[config.mk]
export PLATFORM = sky130hd
export DESIGN_NAME = seq_alu
export DESIGN_NICKNAME = d
export VERILOG_FILES = /design/src/rtl/seq_alu.sv
export SDC_FILE = /design/constraint.sdc
export NUM_CORES = 1
export LEC_CHECK = 0
export BUFFER_PORTS_ARGS = -buffer_cell sky130_fd_sc_hd__buf_2
export CORE_AREA = 3 3 81 83
export DETAILED_ROUTE_END_ITERATION = 12
export DIE_AREA = 0 0 84 86
export GPL_ROUTABILITY_DRIVEN = 0
export GPL_TIMING_DRIVEN = 0
export PLACE_DENSITY = 0.84
export SLEW_MARGIN = 20
export SYNTH_ARGS = -nofsm -noshare
export SYNTH_HDL_FRONTEND = slang
export SYNTH_SLANG_ARGS = --single-unit
[constraint.sdc]
create_clock -name clk -period 9.25 [get_ports clk]
set_clock_uncertainty 0.2 [all_clocks]
set_input_delay 1.85 -clock clk [delete_from_list [all_inputs] [get_ports clk]]
set_output_delay 1.85 -clock clk [all_outputs]
set_load 0.02 [all_outputs]
[src/rtl/seq_alu.sv]
// Registered ALU with valid/ready handshakes; div/mod use a WIDTH-cycle restoring divider.
// One op in flight at a time; results and flags hold until the consumer takes them.
module seq_alu #(
  parameter int unsigned WIDTH = 8
) (
  input  logic             clk,
  input  logic             rst,
  input  logic             in_valid,
  output logic             in_ready,
  input  logic [WIDTH-1:0] a,
  input  logic [WIDTH-1:0] b,
  input  logic [2:0]       op,
  output logic             out_valid,
  input  logic             out_ready,
  output logic [WIDTH-1:0] result,
  output logic             carry,
  output logic             overflow,
  output logic             zero,
  output logic             div_by_zero,
  output logic             busy
);

  localparam int unsigned CW = $clog2(WIDTH + 1);

  typedef enum logic [1:0] {IDLE, DIV, DONE} state_e;
  typedef enum logic [2:0] {
    OP_ADD = 3'b000, OP_SUB = 3'b001, OP_AND = 3'b010, OP_OR  = 3'b011,
    OP_NOT = 3'b100, OP_DIV = 3'b101, OP_MOD = 3'b110, OP_XOR = 3'b111
  } op_e;

  state_e           state_q;
  logic [CW-1:0]    cnt_q;
  logic [WIDTH-1:0] rem_q, quo_q, dvs_q;
  logic             is_mod_q;
  logic [WIDTH-1:0] result_q;
  logic             carry_q, ovf_q, zero_q, dbz_q, out_valid_q;

  logic [WIDTH:0]   sum_d, diff_d;
  logic [WIDTH-1:0] alu_res_d;
  logic             alu_c_d, alu_v_d, alu_dbz_d, is_divop_d;

  logic [WIDTH:0]   trial_d, sub_d;
  logic             qbit_d;
  logic [WIDTH-1:0] rem_d, quo_d, div_out_d;

  always_comb begin
    sum_d      = {1'b0, a} + {1'b0, b};
    diff_d     = {1'b0, a} - {1'b0, b};
    alu_res_d  = '0;
    alu_c_d    = 1'b0;
    alu_v_d    = 1'b0;
    alu_dbz_d  = 1'b0;
    is_divop_d = (op == OP_DIV) || (op == OP_MOD);
    case (op)
      OP_ADD: begin
        alu_res_d = sum_d[WIDTH-1:0];
        alu_c_d   = sum_d[WIDTH];
        alu_v_d   = (a[WIDTH-1] == b[WIDTH-1]) && (sum_d[WIDTH-1] != a[WIDTH-1]);
      end
      OP_SUB: begin
        // The extra top bit of the widened difference is the unsigned borrow.
        alu_res_d = diff_d[WIDTH-1:0];
        alu_c_d   = diff_d[WIDTH];
        alu_v_d   = (a[WIDTH-1] != b[WIDTH-1]) && (diff_d[WIDTH-1] != a[WIDTH-1]);
      end
      OP_AND:         alu_res_d = a & b;
      OP_OR:          alu_res_d = a | b;
      OP_NOT:         alu_res_d = ~a;
      OP_XOR:         alu_res_d = a ^ b;
      OP_DIV, OP_MOD: alu_dbz_d = (b == '0);
      default:        alu_res_d = '0;
    endcase
  end

  // Restoring step: dividend bits shift out of quo_q as quotient bits shift in.
  always_comb begin
    trial_d   = {rem_q, quo_q[WIDTH-1]};
    sub_d     = trial_d - {1'b0, dvs_q};
    qbit_d    = (trial_d >= {1'b0, dvs_q});
    rem_d     = qbit_d ? sub_d[WIDTH-1:0] : trial_d[WIDTH-1:0];
    quo_d     = {quo_q[WIDTH-2:0], qbit_d};
    div_out_d = is_mod_q ? rem_d : quo_d;
  end

  always_ff @(posedge clk or posedge rst) begin
    if (rst) begin
      state_q     <= IDLE;
      cnt_q       <= '0;
      rem_q       <= '0;
      quo_q       <= '0;
      dvs_q       <= '0;
      is_mod_q    <= 1'b0;
      result_q    <= '0;
      carry_q     <= 1'b0;
      ovf_q       <= 1'b0;
      zero_q      <= 1'b0;
      dbz_q       <= 1'b0;
      out_valid_q <= 1'b0;
    end else begin
      case (state_q)
        IDLE: begin
          if (in_valid) begin
            if (is_divop_d && (b != '0)) begin
              state_q  <= DIV;
              cnt_q    <= CW'(WIDTH);
              rem_q    <= '0;
              quo_q    <= a;
              dvs_q    <= b;
              is_mod_q <= (op == OP_MOD);
            end else begin
              state_q     <= DONE;
              out_valid_q <= 1'b1;
              result_q    <= alu_res_d;
              carry_q     <= alu_c_d;
              ovf_q       <= alu_v_d;
              zero_q      <= (alu_res_d == '0);
              dbz_q       <= alu_dbz_d;
            end
          end
        end
        DIV: begin
          rem_q <= rem_d;
          quo_q <= quo_d;
          cnt_q <= cnt_q - CW'(1);
          if (cnt_q == CW'(1)) begin
            state_q     <= DONE;
            out_valid_q <= 1'b1;
            result_q    <= div_out_d;
            carry_q     <= 1'b0;
            ovf_q       <= 1'b0;
            zero_q      <= (div_out_d == '0);
            dbz_q       <= 1'b0;
          end
        end
        DONE: begin
          if (out_ready) begin
            state_q     <= IDLE;
            out_valid_q <= 1'b0;
          end
        end
        default: state_q <= IDLE;
      endcase
    end
  end

  assign in_ready    = (state_q == IDLE);
  assign busy        = (state_q != IDLE);
  assign out_valid   = out_valid_q;
  assign result      = result_q;
  assign carry       = carry_q;
  assign overflow    = ovf_q;
  assign zero        = zero_q;
  assign div_by_zero = dbz_q;

endmodule

==> Word-level counts from Yosys, hierarchy flattened <==
Cells that the tools add are included.
Widths: inputs -> output; s select.
{ "word_totals": {"latchBits": 0, "mem_count": 0, "out_inout_bits": 15, "romBits": 0, "ram_bits": 0, "input_bits": 23, "reg_bits": 44, "word_cells": 102} }
{ "op_classes": {"add_sub_neg": 4, "n_mul": 0, "order_cmp": 1, "mux": 43, "n_shift": 0, "reduce_logical": 19, "div": 0, "bitwise": 4, "n_eq_ne": 19} }
{ "ops": {"columns": ["op", "count"], "rows": [
  ["$mux 8", 9],
  ["$pmux 8 s2", 3],
  ["$pmux 8 s6", 1],
  ["$logic_not 8->1", 3],
  ["$mux 1", 15],
  ["$eq 3x3->1 const B", 4],
  ["$pmux 1 s2", 6],
  ["$add 8x8->9", 1],
  ["$ge 9x8->1", 1],
  ["$reduce_and 3->1", 3],
  ["$sub 8x8->9", 1],
  ["$and 8x8->8", 1],
  ["$mux 2", 4],
  ["$mux 4", 2],
  ["$ne 2x2->1 const B", 4],
  ["$not 8->8", 1],
  ["$or 8x8->8", 1],
  ["$pmux 4 s2", 1],
  ["$reduce_bool 8->1", 1],
  ["$sub 8x8->8", 1],
  ["$xor 8x8->8", 1],
  ["$eq 3x2->1 const B", 2],
  ["$pmux 2 s3", 1],
  ["$reduce_and 5->1", 1],
  ["17 further kinds", 22]
]} }

==> Depth between registers and ports, before layout <==
{ "depth": {"ltp_word": 7, "depth_mapped": 12, "mapped_depth_nobuf": 12} }

==> Least setup slack after synthesis <==
OpenSTA, ideal clock, no wires.
{ "synth_path": {"kind": "input port to flip-flop", "start": "in a[0]", "end": "reg zero_q (netlist: zero)", "path_stages": 10, "path_slack_ns": 4.997, "t_arrival_ns": 3.987, "cell_sequence": "ha_1 fa_1 xor2_1 o211ai_1 o211ai_1 or4_1 nor4_1 nand4_1 o41ai_1 mux2_1"} }
{ "synth_between": {"elab_chain_len": 6, "elab_cells_between_ends": 11} }
{ "synth_rtl": {"columns": ["item", "line", "source"], "rows": [
  ["from (decl)", "10", "input logic [WIDTH-1:0] a,"],
  ["$sub 8x8->9 (tied with other cells)", "48", "diff_d = {1'b0, a} - {1'b0, b};"],
  ["$pmux 8 s6 *", "54", "case (op)"],
  ["$logic_not 8->1 *", "116", "zero_q <= (alu_res_d == '0);"],
  ["$mux 1 *", "103", "if (is_divop_d && (b != '0)) begin"],
  ["$mux 1 *", "102", "if (in_valid) begin"],
  ["$pmux 1 s2 *", "100", "case (state_q)"],
  ["to (signal assigned)", "116", null],
  ["to (signal assigned)", "131", "zero_q <= (div_out_d == '0);"],
  ["to (decl)", "36", "logic carry_q, ovf_q, zero_q, dbz_q, out_valid_q;"]
]} }
Mark *: on every way between the ends. The rest lies on a longest branch, timed or not. The select of a mux whose other input is x is not followed.
A chain may end at the register's enable or synchronous reset.

==> Worst setup path in the final report <==
{ "layout_path": {"start": "in a[2]", "end": "reg zero_q (netlist: zero)"} }
Same word-level chain as after synthesis.

==> flow_summary.yaml <==
placement:
  post-dp-hpwl_mm: 8.26
  placedInstanceArea_um2: 4090
  dpl.cell_count: 583
  port_buffers: 36
layout:
  instances_no_fill: 590
  layout-drive-gt1-share_pct: 12.4
  syn2layout_area_growth_pct: 10.1
  diodes: 0
  final_cell_area_um2: 4170
  fin_nets: 576
sta:
  fin_crit_sh_pct: 48.1
  min_period_ns: 4.45
  fmax_mhz: 225
  finalHoldViolCount: 0
  finalSetupViolCount: 0
  holdWs_ns: 0.277
  worst_pin_slew_ns: 0.667
  fin_setup_tns_ns: 0
  drv_slew: 0
  rsz0062_at_grt: "false"
  slew_headroom_pct: 55.5
setup_path:
  crit_chain: "buf_2 -> inv_1 -> ha_1 -> clkbuf_1 -> o21ba_2 -> o21ai_0 -> a222oi_1 -> a211oi_1 -> nor3b_1 -> nand4_1 -> o41ai_1 -> mux2_1"
  crit_path_max_fanout: 10
  path_buf_inv: 3
  crit_family: "compound AO/OA/AOI/OAI gates"
  required_ns: 9.29
  critPathLaunchType: "input port"
  cp_slowest_stage_delay_ns: 0.42
  cp.arrival_ns: 4.50
  critPathSlowestCell: "nor3b_1"
  end_kind: "register"
  worst-setup-path-type: "in2reg"
synthesis:
  ys_types: 63
  ys_seq_elements: 44
  ys.flop_type: "dfrtp_1"
  synth_nets: 532
  synth.area.top_cells: "dfrtp_1 (29%), ha_1 (12%), nand2_1 (5.8%), o21ai_0 (5.3%), inv_1 (3.8%)"
  yosys_warnings: 0
  yosysSeqAreaShare_pct: 29.0
  syn_area_per_cell_um2: 8.05
  synthArstFlopShare_pct: 100
  syn_inst: 471
  synth.cell_area_um2: 3790
  yosysTopAreaCell: "dfrtp_1"
  yosysTopAreaCellShare_pct: 29.0
  synth_edf_count: 0
clock_network:
  cts_tree: "done"
  cts_buffer_depth: 2
  cts_resized: 0
  h-tree-depth: 2
  cts.sinks: 44
  numCtsBuffers: 5
  root_buffer: "clkbuf_8"
  cts_setup_buffers: 0
  clk_pin_slew_ns: 0.09
  clock_latency_ns: 0.30
  cts_hold_buf: 0
power_and_ir_drop:
  intPower_mw: 0.597
  power_frac_comb_pct: 60.8
  p_leak_nw: 1.96
  peakVddDrop_v: 0.000174
  p_sw_mw: 0.560
  clkPwrFrac_pct: 10.2
  power_density_nw_per_um2: 277
  seqPwrFrac_pct: 29.0
  switching_share_pct: 48.4
global_routing:
  grt_usage_pct: 29.6
  antenna_found_initial: 0
  grt_pass1_wl_mm: 17.2
  grt_overflow: 0
  grt_pass1_vias: 3525
  grt_start_max_net_pins: 26
routing:
  ant_nets: 0
  dr.pass1.iters: 5
  first_iter_violations: 378
  via_count: 3706
  drc: 0
  drt_wl_total_mm: 10.4
  routedWlPerCell_um: 17.6
  routed_via_density: 6.28
min_path:
  hold_path_class: "reg2reg"
floorplan:
  rows: 28
  die_h_um: 86
  core_area_um2: 5920
  ios: 38
  fp.dieArea_um2: 7220
  initial_core_util_pct: 64.0
  fp.dieW_um: 84
status:
  outcome: "finished, final reports clean"
job:
  max_cap_violations: 0
## stage by stage
step / power [mW] / util, % / setup WS [ns]
6_report: 1.16 / 70.5 / 4.80
3_5_place_dp: 1.03 / 69.1 / 4.49
3_3_place_gp: 0.992 / 68.7 / 4.53
4_1_cts: 1.15 / 70.5 / 4.80
5_1_grt: 1.25 / 70.5 / 4.51
2_1_floorplan: 0.842 / - / 5.00
## synthesized netlist by cell type (all sizes together), types with 5 or more instances
cell / instances
and2: 6
a211oi: 9
clkbuf: 20
o21ai: 40
nor2b: 6
xor2: 6
mux2i: 8
a21o: 7
a31oi: 9
dfrtp: 44
nor2: 38
o211ai: 9
o2111ai: 5
nand2b: 5
nand2: 60
a21oi: 28
inv: 38
xnor2: 7
nand3: 11
nor3b: 5
ha: 35
or2: 5
a22o: 9
nor3: 7
## tightest hold or removal path: cells and delay by family (launching register included)
| family | cells | cell delay, ns |
|---|---|---|
| flip-flops | 1 | 0.35 |
| AND/OR/NAND/NOR | 1 | 0.05 |
| AO/OA/AOI/OAI | 1 | 0.05 |
## power by group through the flow
stage	Clock [mW]	Combinational (mW)	Sequential (mW)
after CTS	0.118	0.695	0.334
after global placement	0	0.660	0.332
after floorplan	0	0.495	0.347
after detailed placement	0	0.688	0.337
final	0.118	0.704	0.335
after global routing	0.127	0.774	0.347
## layout make-up
| type | count | area [um2] |
|---|---|---|
| Timing Repair Buffer | 37 | 208 |
| Multi-Input combinational cell | 365 | 2450 |
| Fill cell | 467 | 1750 |
| Sequential cell | 44 | 1100 |
| Clock buffer | 5 | 68.8 |
| Buffer | 23 | 88.8 |
| Inverter | 39 | 146 |
| Tap cell | 75 | 93.8 |
| Clock inverter | 2 | 12.5 |
## flip-flops by register name, indices dropped and copies added (netlist names)
name and cells:
state_q 2, div_by_zero 1, out_valid 1, carry 1, zero 1, quo_q 8
dvs_q 8, is_mod_q 1, cnt_q 4, overflow 1, result 8, rem_q 8
## path summary, 6_finish.rpt
kind / cells past startpoint / endpoint / from / slack [ns]
min in group asynchronous: 2 / cnt_q[3]$_DFFE_PP0P_ / rst / 1.35
max in group asynchronous: 3 / dvs_q[6]$_DFFE_PP0P_ / rst / 7.02
setup / recovery: 12 / zero$_DFFE_PP0P_ / a[2] / 4.80
hold reg to reg: 2 / result[6]$_DFFE_PP0P_ / result[6]$_DFFE_PP0P_ / 0.28
setup reg to reg: 10 / zero$_DFFE_PP0P_ / rem_q[5]$_DFFE_PP0P_ / 5.80
hold / removal: 2 / result[6]$_DFFE_PP0P_ / result[6]$_DFFE_PP0P_ / 0.28
## layout by cell type (no fill, tap or decap), types with 7 or more instances in the layout
cell type,Yosys,routed
a211oi_1,9,9
a21oi_1,28,28
a22o_1,8,8
a31oi_1,9,9
buf_2,2,38
clkbuf_1,20,20
dfrtp_1,44,44
ha_1,35,35
inv_1,38,37
mux2i_1,8,8
nand2_1,59,59
nand3_1,11,11
nor2_1,38,38
nor3_1,7,7
o211ai_1,9,9
o21ai_0,40,40
xnor2_1,7,7
## cells by family (layout without fill, tap and decap cells)
family	after synthesis	count (layout)	synth area share (%)
AND/OR/NAND/NOR	156	156	19.3
AO/OA/AOI/OAI	146	146	25.9
buffers and inverters	62	106	6.20
flip-flops	44	44	29.0
adder cells (fa/ha/maj)	38	38	13.1
XOR/XNOR	13	13	3.00
multiplexers	12	12	3.40
## routing by layer
layer	up-vias	share of wire, %	GRT usage, %
met5	-	0	0
met4	0	3.3	11.7
met3	29	8.4	4.32
met2	206	48	50.5
met1	1717	40	37.9
li1	1754	-	-
No activity file was read; power rests on OpenSTA's default activity.
